==> src/rtl/sbox_share_sched.sv <==
// sbox_share_sched: time-shares one pipelined S-box between the key-schedule
// requester (K) and the round-datapath requester (R). A granted 32-bit word is
// issued one byte per cycle, results are collected in issue order, and the
// substituted word is returned with a done pulse to the owning side.
module sbox_share_sched #(
    parameter int unsigned SBOX_LAT = 2
) (
    input  logic        i_clk,
    input  logic        i_rst,
    input  logic        i_k_req,
    input  logic [31:0] i_k_word,
    output logic        o_k_ack,
    output logic        o_k_done,
    input  logic        i_r_req,
    input  logic [31:0] i_r_word,
    output logic        o_r_ack,
    output logic        o_r_done,
    output logic [31:0] o_result,
    output logic        o_busy,
    output logic [7:0]  o_sbox_a,
    output logic        o_sbox_v,
    input  logic [7:0]  i_sbox_z
);

    typedef enum logic [1:0] {StIdle, StIssue, StDrain, StDone} state_t;

    state_t               r_state;
    state_t               w_state_d;
    logic [1:0]           r_byte_idx;
    logic [1:0]           r_cap_idx;
    logic [SBOX_LAT-1:0]  r_vpipe;
    logic [31:0]          r_word;
    logic [23:0]          r_acc;
    logic [31:0]          r_result;
    logic                 r_owner;     // 1: R side owns the word in flight
    logic                 r_last_gnt;  // 1: R side got the most recent grant

    logic                 w_grant;
    logic                 w_grant_r;
    logic                 w_k_ack;
    logic                 w_r_ack;
    logic                 w_cap;
    logic                 w_last_cap;

    // Tap of the valid pipe marks the cycle a result sits on SBOX_Z.
    assign w_cap      = r_vpipe[SBOX_LAT-1];
    assign w_last_cap = w_cap && (r_cap_idx == 2'd3);

    // Arbitration and next-state decode.
    always_comb begin
        w_state_d = r_state;
        w_grant   = 1'b0;
        w_grant_r = 1'b0;
        w_k_ack   = 1'b0;
        w_r_ack   = 1'b0;
        unique case (r_state)
            StIdle: begin
                // Acks stay low while reset is held so every output reads 0.
                if (!i_rst) begin
                    if (i_k_req && (!i_r_req || r_last_gnt)) begin
                        w_k_ack = 1'b1;
                        w_grant = 1'b1;
                    end else if (i_r_req) begin
                        w_r_ack   = 1'b1;
                        w_grant   = 1'b1;
                        w_grant_r = 1'b1;
                    end
                end
                if (w_grant) begin
                    w_state_d = StIssue;
                end
            end
            StIssue: begin
                if (r_byte_idx == 2'd3) begin
                    w_state_d = StDrain;
                end
            end
            StDrain: begin
                if (w_last_cap) begin
                    w_state_d = StDone;
                end
            end
            StDone: begin
                w_state_d = StIdle;
            end
            default: begin
                w_state_d = StIdle;
            end
        endcase
    end

    // State register.
    always_ff @(posedge i_clk or posedge i_rst) begin
        if (i_rst) begin
            r_state <= StIdle;
        end else begin
            r_state <= w_state_d;
        end
    end

    // Grant bookkeeping: latched word, owner and round-robin history.
    always_ff @(posedge i_clk or posedge i_rst) begin
        if (i_rst) begin
            r_word     <= 32'd0;
            r_owner    <= 1'b0;
            r_last_gnt <= 1'b1;
        end else if (w_grant) begin
            r_word     <= w_grant_r ? i_r_word : i_k_word;
            r_owner    <= w_grant_r;
            r_last_gnt <= w_grant_r;
        end
    end

    // Issue byte counter; wraps back to 0 after byte 3.
    always_ff @(posedge i_clk or posedge i_rst) begin
        if (i_rst) begin
            r_byte_idx <= 2'd0;
        end else if (r_state == StIssue) begin
            r_byte_idx <= r_byte_idx + 2'd1;
        end else begin
            r_byte_idx <= 2'd0;
        end
    end

    // Valid pipe mirrors the S-box latency so results are captured on time.
    always_ff @(posedge i_clk or posedge i_rst) begin
        if (i_rst) begin
            r_vpipe <= '0;
        end else begin
            for (int i = SBOX_LAT - 1; i > 0; i--) begin
                r_vpipe[i] <= r_vpipe[i-1];
            end
            r_vpipe[0] <= o_sbox_v;
        end
    end

    // Capture lanes 0..2; lane 3 goes straight into the result register.
    always_ff @(posedge i_clk or posedge i_rst) begin
        if (i_rst) begin
            r_cap_idx <= 2'd0;
            r_acc     <= 24'd0;
        end else if (w_cap) begin
            r_cap_idx <= r_cap_idx + 2'd1;
            case (r_cap_idx)
                2'd0:    r_acc[7:0]   <= i_sbox_z;
                2'd1:    r_acc[15:8]  <= i_sbox_z;
                2'd2:    r_acc[23:16] <= i_sbox_z;
                default: r_acc        <= r_acc;
            endcase
        end
    end

    // Result loads on the edge entering DONE so it is valid with the pulse.
    always_ff @(posedge i_clk or posedge i_rst) begin
        if (i_rst) begin
            r_result <= 32'd0;
        end else if ((r_state == StDrain) && w_last_cap) begin
            r_result <= {i_sbox_z, r_acc};
        end
    end

    // Output decode.
    always_comb begin
        o_k_ack  = w_k_ack;
        o_r_ack  = w_r_ack;
        o_k_done = (r_state == StDone) && !r_owner;
        o_r_done = (r_state == StDone) && r_owner;
        o_result = r_result;
        o_busy   = (r_state != StIdle);
        o_sbox_v = (r_state == StIssue);
        o_sbox_a = o_sbox_v ? r_word[{r_byte_idx, 3'b000} +: 8] : 8'd0;
    end

endmodule

==> config.mk <==
export PLATFORM = sky130hd
export DESIGN_NAME = sbox_share_sched
export DESIGN_NICKNAME = d
export VERILOG_FILES = /design/src/rtl/sbox_share_sched.sv
export SDC_FILE = /design/constraint.sdc
export NUM_CORES = 1
export LEC_CHECK = 0
export CORE_MARGIN = 5
export CORE_UTILIZATION = 40
export CTS_CLUSTER_DIAMETER = 40
export CTS_CLUSTER_SIZE = 28
export DETAILED_ROUTE_END_ITERATION = 7
export HOLD_SLACK_MARGIN = 0.15
export PLACE_DENSITY = 0.68
export SYNTH_ARGS = -nofsm -noshare
export SYNTH_HDL_FRONTEND = slang
export SYNTH_SLANG_ARGS = --single-unit
==> constraint.sdc <==
create_clock -name i_clk -period 5.2 [get_ports i_clk]
set_input_delay 1.04 -clock i_clk [delete_from_list [all_inputs] [get_ports i_clk]]
set_output_delay 1.04 -clock i_clk [all_outputs]
set_load 0.02 [all_outputs]
==> flow_metrics.env, run 1 <==
export IMPL_cts_sink_count=98
export IMPL_antenna_left=0
export IMPL_grt_ovfl_total=0
export IMPL_globalplace_congestion=0.805
export IMPL_dp_hpwl_um=7770
export IMPL_synth_seq_cells=98
export IMPL_drive_gt1_share_pct=19.8
export IMPL_powerDensity_nw_per_um2=577
export IMPL_yosysWarnings=0
export IMPL_slew_violations=0
export IMPL_drc=0
export IMPL_syn_area_um2=4540
export IMPL_power_total_mw=3.55
export IMPL_clock_latency_ps=340
export IMPL_crit_type="in2out"
export IMPL_hold_violations=0
export IMPL_first_iter_violations=219
export IMPL_ys_types=28
export IMPL_path_buf_inv=4
export IMPL_routedWlPerCell_um=18.8
export IMPL_cts_tree="done"
export IMPL_critPathMaxStageDelay_ps=570
export IMPL_hold_path_depth=0
export IMPL_port_buffer_count=121
export IMPL_vias_per_cell=5.40
export IMPL_core_area_um2=11300
export IMPL_leakage_nw=2.64
export IMPL_grt_total_usage_pct=17.2
export IMPL_min_period_ps=4240
export IMPL_min_to="r_vpipe[1]"
export IMPL_min_path_type="reg2reg"
export IMPL_synth_cells=339
export IMPL_holdCritStartpoint="r_vpipe[0]"
export IMPL_crit_slowest_cell="clkdlybuf4s50_1"
export IMPL_syn2layout_area_growth_pct=35.4
export IMPL_final_cell_mix="clkdlybuf4s50_1 (121), dfrtp_1 (97), mux2_2 (57)"
export IMPL_tns_ps=0
export IMPL_cp_start_kind="input pin"
export IMPL_cp_max_fo=33
export IMPL_fp_dieW_um=117
export IMPL_crit_top_cell="clkdlybuf4s50_1"
export IMPL_finalCritPeriodShare_pct=81.6
export IMPL_rrSetupSlack_ps=2470
export IMPL_end_kind="output port"
export IMPL_diodes=0
export IMPL_clk_pin_slew_worst_paths_ps=70
export IMPL_clock_root_buffer="clkbuf_16"
export IMPL_r2r_start="r_state[0]"
export IMPL_cts_made_buffers=9
export IMPL_synthDominantCellAreaShare_pct=53.4
export IMPL_rsz0062_at_grt="false"
export IMPL_yosys_top_cells_area="dfrtp_1 (53%), mux2_2 (14%), a221o_1 (7.1%)"
export IMPL_cts_resized=0
export IMPL_skew_ps=7.62
export IMPL_maxCapViolations=0
export IMPL_worst_pin_slew_ps=1220
export IMPL_setup_viol=0
export IMPL_relSlewSlack_pct=18.2
export IMPL_post_cts_buffers=0
export IMPL_wl_um=11200
export IMPL_fmax_mhz=236
export IMPL_synth_nets=424
export IMPL_io_pins=122
export IMPL_ir_drop_v=0.000371
export IMPL_dieArea_um2=13600
export IMPL_fp_dieH_um=117
export IMPL_start_util_pct=40.3
export IMPL_worstRegToRegCells=6
export IMPL_synth_avg_cell_area_um2=13.4
export IMPL_h_tree_depth=3
export IMPL_ys_seq_area_share_pct=54.0
export IMPL_synth_top_area_cell="dfrtp_1"
export IMPL_vias=3224
export IMPL_outcome="finished, final reports clean"
export IMPL_grt_start_max_net_pins=70
export IMPL_required_ps=4160
export IMPL_mostFrequentLayoutCell="clkdlybuf4s50_1"
export IMPL_grt_pass1_wl_um=18200
export IMPL_nNetsFinal=534
export IMPL_rows=39
export IMPL_crit_chain="clkdlybuf4s50_1 > and2_4 > or2_1 > buf_4 > inv_1 > clkdlybuf4s50_1"
export IMPL_grt_pass1_vias=3493
export IMPL_antenna_found_initial=1
export IMPL_first_pass_iters=4
export IMPL_worstPathArrival_ps=3200
export IMPL_path_delay_family="buffers and inverters"
export IMPL_hold_buffers=0
export IMPL_clk_path_buf_depth=2
export IMPL_reg2reg_to="r_word[30]"
[Yosys cell counts]
cell / number
a21o_1: 2
a21oi_1: 1
a221o_1: 32
a222oi_1: 1
and2_1: 10
and2_4: 1
and2b_1: 1
and3_1: 32
buf_2: 8
buf_6: 5
clkbuf_1: 15
dfrtp_1: 97
dfstp_2: 1
ha_1: 9
inv_1: 9
mux2_2: 57
mux2i_1: 1
mux4_2: 8
nand2_1: 7
nand3_1: 1
nand3b_1: 1
nor2_1: 1
nor2b_1: 2
nor3b_1: 32
o21ai_0: 1
o21bai_1: 1
or2_1: 2
xor2_1: 1
[state kept, by name, summed over array words and instances (netlist names)]
| name | flops |
|---|---|
| r_cap_idx | 2 |
| r_word | 32 |
| o_result | 32 |
| r_owner | 1 |
| r_vpipe | 2 |
| r_last_gnt | 1 |
| r_acc | 24 |
| r_byte_idx | 2 |
| r_state | 2 |
[final cells by class]
cell class / count / area, um^2
clock inverter: 7 / 97.6
clock buffer: 9 / 225
tap: 143 / 179
sequential: 98 / 2450
fill: 955 / 5120
timing repair buffer: 127 / 1260
multi-input combinational: 204 / 1900
inverter: 9 / 36.3
[worst max-delay path by stage]
stage             from           to  cells past startpoint
5_1_grt        i_k_req      o_r_ack                      6
3_5_place_dp   i_k_req      o_r_ack                      6
2_1_floorplan    i_rst  o_result[0]                      1
6_report       i_k_req      o_r_ack                      6
3_3_place_gp   i_k_req      o_r_ack                      6
4_1_cts        i_k_req      o_r_ack                      6
[cell families (layout without fill, tap and decap cells)]
group / Yosys count / count (layout) / share of synthesized area [%]
AND/OR/NAND/NOR: 90 / 90 / 12.9
multiplexers: 66 / 66 / 18.3
flip-flops: 98 / 98 / 54.0
buffers and inverters: 37 / 152 / 4.10
adder cells (fa/ha/maj): 9 / 9 / 2.48
AO/OA/AOI/OAI: 38 / 38 / 7.99
XOR/XNOR: 1 / 1 / 0.193
[power breakdown]
group	switching, mW	internal [mW]
sequential	0.243	1.15
clock	0.315	0.388
combinational	0.623	0.823
total	1.18	2.37
[routing by layer]
layer  share of wire [%]  global-route usage, %
met4                 1.7                   4.97
met5                0.16                      0
met3                 7.2                   4.77
met1                  44                   23.3
met2                  47                   27.1
[per-stage QoR]
stage	std cells	utilization, %	worst slack (ps)	instance area, um^2	hold WS, ps
after CTS	597	54.6	980	6150	362
after global placement	581	51.7	1040	5830	333
final	597	54.6	959	6150	360
after detailed placement	581	51.7	997	5830	340
after floorplan	339	-	1600	4540	331
after global routing	597	54.6	858	6150	366
(Power assumes the default switching activity.)
==> run 2, diff against run 1 <==
- clock period: 5.2 -> 4.3 ns (I/O delays scaled with it)
==> run 2 against run 1 <==
Net effect:
- non-clock buffer count grew 1
- die area is the same
- sequential power grew 21%
- via count shrank 0.56%
- routed wire length shrank 2.0%
- power grew 19%
- sequential cell count is the same
- clock power grew 11%
- final cell count grew 0.17%
- cell area shrank 0.37%
- setup slack lost 120 ps
- worst hold slack lost 1.3 ps
==> flow_metrics.env, run 2 (same netlist as run 1, synthesis figures left out) <==
export IMPL_dp_hpwl_um=7630
export IMPL_cts_tree="done"
export IMPL_skew_ps=7.88
export IMPL_cts_sink_count=98
export IMPL_diodes=0
export IMPL_grt_total_usage_pct=16.9
export IMPL_combPwrFrac_pct=41.5
export IMPL_slew_violations=0
export IMPL_grt_pass1_wl_um=17800
export IMPL_min_path_type="reg2reg"
export IMPL_routedWlPerCell_um=18.4
export IMPL_h_tree_depth=3
export IMPL_crit_top_cell="clkdlybuf4s50_1"
export IMPL_fp_dieW_um=117
export IMPL_power_switching_mw=1.42
export IMPL_path_buf_inv=3
export IMPL_tns_ps=0
export IMPL_end_kind="output port"
export IMPL_internal_power_mw=2.80
export IMPL_critPathMaxStageDelay_ps=610
export IMPL_finalCritPeriodShare_pct=80.5
export IMPL_outcome="finished, final reports clean"
export IMPL_path_delay_family="buffers and inverters"
export IMPL_vias_per_cell=5.36
export IMPL_required_ps=3440
export IMPL_rsz0062_at_grt="false"
export IMPL_nNetsFinal=535
export IMPL_relSlewSlack_pct=31.7
export IMPL_hold_buffers=0
export IMPL_mostFrequentLayoutCell="clkdlybuf4s50_1"
export IMPL_antenna_found_initial=0
export IMPL_clk_pin_slew_worst_paths_ps=70
export IMPL_cp_start_kind="input pin"
export IMPL_switching_share_pct=33.6
export IMPL_cts_resized=0
export IMPL_fin_util_pct=54.4
export IMPL_clock_latency_ps=340
export IMPL_vias=3206
export IMPL_start_util_pct=40.3
export IMPL_cp_max_fo=33
export IMPL_rows=39
export IMPL_powerDensity_nw_per_um2=689
export IMPL_first_iter_violations=198
export IMPL_clock_root_buffer="clkbuf_16"
export IMPL_post_cts_buffers=0
export IMPL_hold_slack_ps=358
export IMPL_globalplace_congestion=0.820
export IMPL_fillCellCount=958
export IMPL_leakage_nw=2.63
export IMPL_hold_violations=0
export IMPL_cts_made_buffers=9
export IMPL_wl_um=11000
export IMPL_grt_start_max_net_pins=54
export IMPL_grt_ovfl_total=0
export IMPL_min_period_ps=3460
export IMPL_crit_slowest_cell="clkdlybuf4s50_1"
export IMPL_grt_pass1_vias=3420
export IMPL_drive_gt1_share_pct=20.0
export IMPL_final_cell_mix="clkdlybuf4s50_1 (121), dfrtp_1 (97), mux2_2 (57)"
export IMPL_drc=0
export IMPL_io_pins=122
export IMPL_clk_path_buf_depth=2
export IMPL_clockPowerShare_pct=18.5
export IMPL_multi_input_area_um2=1900
export IMPL_dieArea_um2=13600
export IMPL_seq_area_um2=2450
export IMPL_ir_drop_v=0.000378
export IMPL_first_pass_iters=4
export IMPL_fmax_mhz=289
export IMPL_crit_chain="clkdlybuf4s50_1 > and2_4 > or2_1 > inv_1 > clkdlybuf4s50_1"
export IMPL_crit_type="in2out"
export IMPL_antenna_left=0
export IMPL_seq_power_share_pct=40.0
export IMPL_setup_viol=0
export IMPL_port_buffer_count=121
export IMPL_maxCapViolations=0
export IMPL_fp_dieH_um=117
export IMPL_worstPathArrival_ps=2600
export IMPL_core_area_um2=11300
export IMPL_power_total_mw=4.22
export IMPL_syn2layout_area_growth_pct=34.9
export IMPL_worst_pin_slew_ps=1030
[run 2: cell count changes in the layout (fill, tap and decap cells not counted)]
cell,delta
buf_4,+1
clkinvlp_4,+1
clkinv_8,-2
inv_8,+3
bufinv_16,-1
inv_6,-1
[run 2: stage by stage]
stage	setup WS (ps)	instances	cell area [um^2]
finish	836	598	6130
global route	749	598	6130
CTS	824	598	6130
detailed placement	831	582	5840
global placement	852	582	5840
floorplan	880	339	4540
[run 2: routing by layer]
metal  up-vias  share of wire (%)  track usage, %
li1       1484                  -               -
met1      1609                 44            23.6
met2       100                 47            26.3
met3        13                7.2            4.77
met4         0                1.0            3.98
met5         -                  0               0
[run 2: power groups by stage]
stage | registers [mW] | clock network [mW] | logic, mW
after floorplan | 1.78 | 0 | 0.969
after global placement | 1.69 | 0 | 1.72
after detailed placement | 1.70 | 0 | 1.77
after CTS | 1.69 | 0.804 | 1.78
after global routing | 1.75 | 0.851 | 1.90
final | 1.69 | 0.782 | 1.75
[run 2: final cells by class]
type / count / share of cell area, %
clock buffers: 9 / 3.67
well taps: 143 / 2.92
flip-flops and latches: 98 / 40.0
multi-input cells: 204 / 31.1
repair buffers: 128 / 20.6
clock inverters: 7 / 1.10
inverters: 9 / 0.592
[run 2: worst paths after layout]
path                             from          end  slack, ps  cells past startpoint
min reg2reg                r_vpipe[0]   r_vpipe[1]        360                      0
max                           i_k_req      o_r_ack        840                      5
max reg2reg                r_state[0]   r_word[29]       2140                      7
min in group asynchronous       i_rst      r_owner        850                      2
max in group asynchronous       i_rst  o_result[9]       2570                      3
min                        r_vpipe[0]   r_vpipe[1]        360                      0
